==> config.mk <==
export PLATFORM = sky130hd
export DESIGN_NAME = packed_int4_acc_unpack_flat
export DESIGN_NICKNAME = d
export VERILOG_FILES = /design/src/rtl/packed_int4_acc_unpack_pkg.sv /design/src/rtl/packed_int4_acc_unpack_if.sv /design/src/rtl/packed_int4_acc_unpack_lane_sat_reduce.sv /design/src/rtl/packed_int4_acc_unpack.sv /design/src/flat_wrapper.sv
export SDC_FILE = /design/constraint.sdc
export NUM_CORES = 1
export LEC_CHECK = 0
export BUFFER_PORTS_ARGS = -buffer_cell sky130_fd_sc_hd__buf_4
export CORE_MARGIN = 8
export CORE_UTILIZATION = 55
export DETAILED_ROUTE_END_ITERATION = 6
export PLACE_DENSITY = 0.78
export SLEW_MARGIN = 15
export SYNTH_ARGS = -nofsm -noshare
export SYNTH_HDL_FRONTEND = slang
export SYNTH_SLANG_ARGS = --single-unit
export TNS_END_PERCENT = 20
==> constraint.sdc <==
create_clock -name clk -period 5.6 [get_ports clk]
set_input_delay 0.28 -clock clk [delete_from_list [all_inputs] [get_ports clk]]
set_output_delay 0.28 -clock clk [all_outputs]
set_load 0.02 [all_outputs]
==> src/rtl/packed_int4_acc_unpack_pkg.sv <==
// packed_int4_acc_unpack_pkg: shared widths, FSM states and result-width helper for the dual-lane int4 datapath
package packed_int4_acc_unpack_pkg;
    localparam int PACK_W  = 45;
    localparam int LANE_SH = 22;
    localparam int ACC_W   = 48;

    typedef enum logic [1:0] {ST_ACC, ST_UNPACK, ST_OUT} state_t;

    // int4*int4 spans -56..64 (8 bits signed); each doubling of the window adds one bit
    function automatic int res_w(input int acc_len);
        return 8 + $clog2(acc_len);
    endfunction
endpackage

==> src/rtl/packed_int4_acc_unpack_if.sv <==
// packed_int4_acc_unpack_if: packed-product input stream and result-pair output stream
interface packed_int4_acc_unpack_if
    import packed_int4_acc_unpack_pkg::*;
#(
    parameter int OUT_W = 12
);
    logic                    in_valid;
    logic                    in_ready;
    logic signed [PACK_W-1:0] in_data;
    logic                    out_valid;
    logic                    out_ready;
    logic signed [OUT_W-1:0] out_hi;
    logic signed [OUT_W-1:0] out_lo;
    logic                    out_sat;

    modport master (
        output in_valid, in_data, out_ready,
        input  in_ready, out_valid, out_hi, out_lo, out_sat
    );

    modport slave (
        input  in_valid, in_data, out_ready,
        output in_ready, out_valid, out_hi, out_lo, out_sat
    );
endinterface

==> src/rtl/packed_int4_acc_unpack_lane_sat_reduce.sv <==
// lane_sat_reduce: signed width reduction; clamps and flags when PACK_ACC_SAT_EN is defined, wraps otherwise
module lane_sat_reduce #(
    parameter int IN_W  = 22,
    parameter int OUT_W = 12
) (
    input  logic signed [IN_W-1:0]  din,
    output logic signed [OUT_W-1:0] dout,
    output logic                    sat
);
`ifdef PACK_ACC_SAT_EN
    localparam bit SAT_EN = 1'b1;
`else
    localparam bit SAT_EN = 1'b0;
`endif

    logic ovf;

    // value fits only when every bit from the output sign bit upward agrees
    assign ovf = !((&din[IN_W-1:OUT_W-1]) || !(|din[IN_W-1:OUT_W-1]));

    // clamp toward the bound on the side of the input sign, else keep the low bits
    always_comb begin
        sat  = SAT_EN && ovf;
        dout = sat ? {din[IN_W-1], {(OUT_W-1){~din[IN_W-1]}}} : din[OUT_W-1:0];
    end
endmodule

==> src/rtl/packed_int4_acc_unpack.sv <==
// packed_int4_acc_unpack: accumulates ACC_LEN packed int4 products, splits lanes with borrow fix (optional clamp: PACK_ACC_SAT_EN)
module packed_int4_acc_unpack
    import packed_int4_acc_unpack_pkg::*;
#(
    parameter int ACC_LEN = 9,
    parameter int OUT_W   = res_w(ACC_LEN)
) (
    input  logic                          clk,
    input  logic                          rst,
    packed_int4_acc_unpack_if.slave       bus
);
    localparam int CNT_W = $clog2(ACC_LEN + 1);
    localparam int HI_W  = ACC_W - LANE_SH + 1;

    state_t                  state_q, state_d;
    logic [CNT_W-1:0]        cnt_q, cnt_d;
    logic signed [ACC_W-1:0] acc_q, acc_d;
    logic signed [OUT_W-1:0] hi_q, hi_d, lo_q, lo_d, red_hi, red_lo;
    logic                    sat_q, sat_d, sat_hi, sat_lo;
    logic                    beat, last, unpack;
    logic signed [HI_W-1:0]  hi_lane;
    logic signed [LANE_SH-1:0] lo_lane;

    assign beat    = bus.in_valid && (state_q == ST_ACC);
    assign last    = beat && (cnt_q == CNT_W'(ACC_LEN - 1));
    assign unpack  = (state_q == ST_UNPACK);
    assign lo_lane = acc_q[LANE_SH-1:0];
    // a negative lower lane borrowed one from the upper lane; give it back
    assign hi_lane = {acc_q[ACC_W-1], acc_q[ACC_W-1:LANE_SH]} + {{(HI_W-1){1'b0}}, acc_q[LANE_SH-1]};

    lane_sat_reduce #(.IN_W(HI_W), .OUT_W(OUT_W)) u_red_hi (
        .din  (hi_lane),
        .dout (red_hi),
        .sat  (sat_hi)
    );

    lane_sat_reduce #(.IN_W(LANE_SH), .OUT_W(OUT_W)) u_red_lo (
        .din  (lo_lane),
        .dout (red_lo),
        .sat  (sat_lo)
    );

    // FSM state register; reset aborts any window or pending pair at once
    always_ff @(posedge clk or posedge rst) begin
        if (rst) state_q <= ST_ACC;
        else     state_q <= state_d;
    end

    // next state: accumulate, one unpack cycle, then hold until the pair is taken
    always_comb begin
        state_d = (state_q == ST_ACC)    ? (last ? ST_UNPACK : ST_ACC) :
                  (state_q == ST_UNPACK) ? ST_OUT :
                  (state_q == ST_OUT && !bus.out_ready) ? ST_OUT : ST_ACC;
    end

    // handshake outputs decoded from state; result lanes come straight from registers
    always_comb begin
        bus.in_ready  = (state_q == ST_ACC);
        bus.out_valid = (state_q == ST_OUT);
        bus.out_hi    = hi_q;
        bus.out_lo    = lo_q;
        bus.out_sat   = sat_q;
    end

    // datapath next values: beat counting, packed accumulation, result capture
    always_comb begin
        cnt_d = beat ? (last ? '0 : cnt_q + CNT_W'(1)) : cnt_q;
        acc_d = unpack ? '0 : beat ? acc_q + {{(ACC_W-PACK_W){bus.in_data[PACK_W-1]}}, bus.in_data} : acc_q;
        hi_d  = unpack ? red_hi : hi_q;
        lo_d  = unpack ? red_lo : lo_q;
        sat_d = unpack ? (sat_hi || sat_lo) : sat_q;
    end

    // datapath registers
    always_ff @(posedge clk or posedge rst) begin
        if (rst) begin
            cnt_q <= '0;
            acc_q <= '0;
            hi_q  <= '0;
            lo_q  <= '0;
            sat_q <= 1'b0;
        end else begin
            cnt_q <= cnt_d;
            acc_q <= acc_d;
            hi_q  <= hi_d;
            lo_q  <= lo_d;
            sat_q <= sat_d;
        end
    end
endmodule

==> src/flat_wrapper.sv <==
// flat-port wrapper written by rule: the top's interface ports become plain ports
module packed_int4_acc_unpack_flat import packed_int4_acc_unpack_pkg::*;
#(
    parameter int ACC_LEN = 9,
    parameter int OUT_W   = res_w(ACC_LEN)
)
  (clk, rst, bus_in_valid, bus_in_data, bus_out_ready, bus_in_ready, bus_out_valid, bus_out_hi, bus_out_lo, bus_out_sat);
  packed_int4_acc_unpack_if #(.OUT_W(OUT_W)) bus_i ();
  input  logic clk;
  input  logic rst;
  input wire logic [$bits(bus_i.in_valid)-1:0] bus_in_valid;
  input wire logic [$bits(bus_i.in_data)-1:0] bus_in_data;
  input wire logic [$bits(bus_i.out_ready)-1:0] bus_out_ready;
  output wire logic [$bits(bus_i.in_ready)-1:0] bus_in_ready;
  output wire logic [$bits(bus_i.out_valid)-1:0] bus_out_valid;
  output wire logic [$bits(bus_i.out_hi)-1:0] bus_out_hi;
  output wire logic [$bits(bus_i.out_lo)-1:0] bus_out_lo;
  output wire logic [$bits(bus_i.out_sat)-1:0] bus_out_sat;
  assign bus_i.in_valid = bus_in_valid;
  assign bus_i.in_data = bus_in_data;
  assign bus_i.out_ready = bus_out_ready;
  assign bus_in_ready = bus_i.in_ready;
  assign bus_out_valid = bus_i.out_valid;
  assign bus_out_hi = bus_i.out_hi;
  assign bus_out_lo = bus_i.out_lo;
  assign bus_out_sat = bus_i.out_sat;
  packed_int4_acc_unpack #(.ACC_LEN(ACC_LEN), .OUT_W(OUT_W)) u_core (.clk(clk), .rst(rst), .bus(bus_i));
endmodule
==> results.md <==
- Status: completed
- Largest net degree at the start of global routing: 70
- Critical Path AT: 3310 ps
- Hold WS: 103 ps
- Post-DP HPWL: 7.70 mm
- Initial Util: 56.0%
- Hold-fix buffers at CTS: 0
- Post-route ant nets: 0
- Mux contribution to synthesized area: 3.90%
- CTS tree: done
- Die footprint: 11500 µm²
- # setup viols final: 0
- Max Slew Vio Count: 0
- Type of the worst setup path: reg -> reg
- First-pass GRT wire length: 18.4 mm
- IO buf count: 63
- Post-synth net total: 593
- Synth Area in XOR/XNOR: 6.73%
- PwrDens: 596 nW/µm²
- Via-to-Cell Ratio: 5.89
- Layout cells sized above 1: 20.2%
- Sequential share of the synthesized area: 35.1%
- Setup Fix Bufs, Post-CTS: 0
- Fin crit period: 3080 ps
- Post-synth top area share: 35.1%
- YS warnings: 0
- Power Total: 3.15 mW
- Layout area overhead: 16.0%
- Crit-path max FO: 6
- First-pass DRT Iterations: 5
- Fillers: 696
- Placed cell areas: 5040 µm²
- Max clock buf depth: 2
- Hold worst-path end: u_core.state_q[1]$_DFF_PP0_
- Post-synth ARST share: 100%
- Post-cts sizing count: 0
- P_leak: 2.53 nW
- Skew final: 9.99 ps
- Worst r2r path cells: 9
- Placed cell count: 649
- Setup repair after global routing missed its margin: false
- Clock slew at reported path FFs: 80 ps
- Final period utilization: 54.9%
- Die H: 107 µm
- R2R Setup Slk: 2520 ps
- Setup_tns: 0 ps
- Design Area, Final: 5290 µm²
- Final Non-Filler Cells: 665
- WHS Path Cells: 2
- Reg2reg start: u_core.acc_q[10]$_DFFE_PP0P_
- Gp weighted congestion: 0.915
- Maxcap violations: 0
- I/O pins: 76
- Die X: 107 µm
- Cells after Synth: 506
- Netlist cell types: 67
- Final hold viol count: 0
- Hold Path Class: in -> reg
- Synth Area in Compound Gates: 20.5%
- Top_reg_cell synth: dfrtp_1
- Area of the multi-input gates: 2770 µm²
- # diodes: 0
- Largest family of logic cells by synthesized area: compound AO/OA/AOI/OAI gates
- Slew HR: 45.5%
- Global route overflow: 0
- Critical Path RT: 5830 ps
- Adder-cell area share of the yosys netlist: 10.6%
- Initial DRC count: 239
- Worst-margin pin slew: 817 ps
- Gr usage total: 19.5%
- Crit start category: register
- Clk_lat worst skew: 360 ps
- R2r endpoint: u_core.acc_q[31]$_DFFE_PP0P_
- Core Area: 8130 µm²
- Register area: 1600 µm²
- Hold_sp: bus_out_ready
- Synth Area per Inst: 9.01 µm²
- Nets: 642
- Post-Route WL: 10.7 mm
- Fmax achieved: 325 MHz
- IR drop worst, VDD: 0.296 mV
- Post-Syn Area: 4560 µm²
- Setup crit end kind: register
- Vias: 3915
- Residual DRC count: 0
- Top post-synthesis cells by area: dfrtp_1 (35%), ha_1 (10%), o21ai_0 (5.6%), nand3_1 (5.2%), xnor2_1 (4.2%)
- CTS H-tree lvls: 3
- Initial antenna violation count: 0
- EDFF count, synth: 0
- Routed length per instance: 16.1 µm
- Post-Synth Simple-Gate Area: 18.8%
- Area leader, netlist: dfrtp_1
- Number of synthesized register bits: 64
- Root Driver: clkbuf_8
- Num CTS Buffers: 9
- Clk sink count: 64
- # rows: 33
- Number of global-route vias before repair: 4091
==> synth_stat cells, types with 3 or more instances <==
| cell type | n |
|---|---|
| dfrtp_1 | 64 |
| o21ai_0 | 51 |
| nand2_1 | 50 |
| nand3_1 | 47 |
| ha_1 | 37 |
| a21oi_1 | 32 |
| xnor2_1 | 22 |
| nor2_1 | 21 |
| a21o_1 | 20 |
| clkbuf_1 | 19 |
| mux2_2 | 14 |
| xor2_1 | 13 |
| inv_1 | 11 |
| nor3_1 | 7 |
| and3_1 | 6 |
| buf_6 | 5 |
| nand2b_1 | 5 |
| nand4_1 | 5 |
| o21a_1 | 5 |
| and2_1 | 4 |
| o211ai_1 | 4 |
| and4_1 | 3 |
| nor2b_1 | 3 |
| o31ai_1 | 3 |
==> worst max-delay path, cell delays in order (launching register included) <==
cell and delay [ps]:
dfrtp_1 410, ha_1 400, and3_2 250, nand2_2 90, nor4_4 280, o211ai_2 160
a2111oi_2 600, a31oi_1 190, and4_1 210, or3_1 360
==> power by group <==
part           switching, mW  leakage (nW)  internal, mW  total (mW)
Combinational          0.999          1.61         0.783        1.78
Clock                  0.200         0.123         0.310       0.510
Sequential             0.178         0.802         0.680       0.858
Total                   1.38          2.53          1.77        3.15
==> state kept, by name (all words and copies together), names as in the netlist <==
signal             flops
u_core.acc_q          34
u_core.cnt_q           4
u_core.bus.out_lo     12
u_core.state_q         2
u_core.bus.out_hi     12
==> logic make-up (layout without fill, tap and decap cells) <==
| family | after synthesis | in the layout |
|---|---|---|
| mux | 16 | 16 |
| xor+xnor | 35 | 35 |
| fa+ha+maj | 38 | 38 |
| other cells | 1 | 1 |
| compound gates | 144 | 144 |
| simple gates | 169 | 169 |
| buf+inv | 39 | 93 |
| flops | 64 | 64 |
==> per-stage QoR <==
stage                     worst slack [ps]  util [%]
after floorplan                       2980         -
after global placement                2590      61.9
after detailed placement              2540      61.9
after CTS                             2530      65.0
after global routing                  2380      65.0
final                                 2520      65.0
==> layout make-up <==
cell class	instances	share of cell area [%]
Sequential cell	64	30.3
Multi-Input combinational cell	403	52.3
Tap cell	105	2.48
Clock inverter	6	2.18
Inverter	11	0.781
Clock buffer	10	2.60
Timing Repair Buffer	66	9.37
==> metal layers <==
layer | share of wire (%) | vias to the layer above | wire, µm | track usage (%)
li1 | - | 1944 | - | -
met1 | 42 | 1843 | 4510 | 23.0
met2 | 50 | 113 | 5390 | 33.8
met3 | 5.7 | 15 | 612 | 4.44
met4 | 1.6 | 0 | 175 | 7.14
met5 | 0 | - | 0 | 0
==> layout by cell type (no fill, tap or decap), types with 3 or more instances in the layout <==
| master | Yosys | layout |
|---|---|---|
| o21a_1 | 5 | 5 |
| xnor2_1 | 22 | 22 |
| nor3_1 | 7 | 7 |
| a21o_1 | 20 | 20 |
| nor2b_1 | 3 | 3 |
| inv_1 | 11 | 10 |
| ha_1 | 37 | 37 |
| and3_1 | 6 | 6 |
| nand4_1 | 5 | 5 |
| dfrtp_1 | 64 | 64 |
| xor2_1 | 13 | 13 |
| and2_1 | 4 | 4 |
| and4_1 | 3 | 3 |
| clkbuf_8 | 0 | 10 |
| nand2_1 | 50 | 49 |
| mux2_2 | 14 | 14 |
| nor2_1 | 21 | 21 |
| bufinv_16 | 0 | 3 |
| a21oi_1 | 32 | 32 |
| o21ai_0 | 51 | 51 |
| buf_4 | 2 | 66 |
| o211ai_1 | 4 | 4 |
| nand2b_1 | 5 | 4 |
| o31ai_1 | 3 | 3 |
| nand3_1 | 47 | 47 |
==> worst max path at each step <==
stage	startpoint	to	cells after the start
6_report	u_core.acc_q[10]$_DFFE_PP0P_	u_core.acc_q[31]$_DFFE_PP0P_	9
5_1_grt	u_core.acc_q[0]$_DFFE_PP0P_	u_core.acc_q[26]$_DFFE_PP0P_	10
4_1_cts	u_core.acc_q[10]$_DFFE_PP0P_	u_core.acc_q[31]$_DFFE_PP0P_	9
3_5_place_dp	bus_in_data[4]	u_core.acc_q[31]$_DFFE_PP0P_	10
3_3_place_gp	bus_in_data[4]	u_core.acc_q[31]$_DFFE_PP0P_	10
2_1_floorplan	u_core.acc_q[4]$_DFFE_PP0P_	u_core.acc_q[31]$_DFFE_PP0P_	9
No activity file was read; power rests on OpenSTA's default activity.
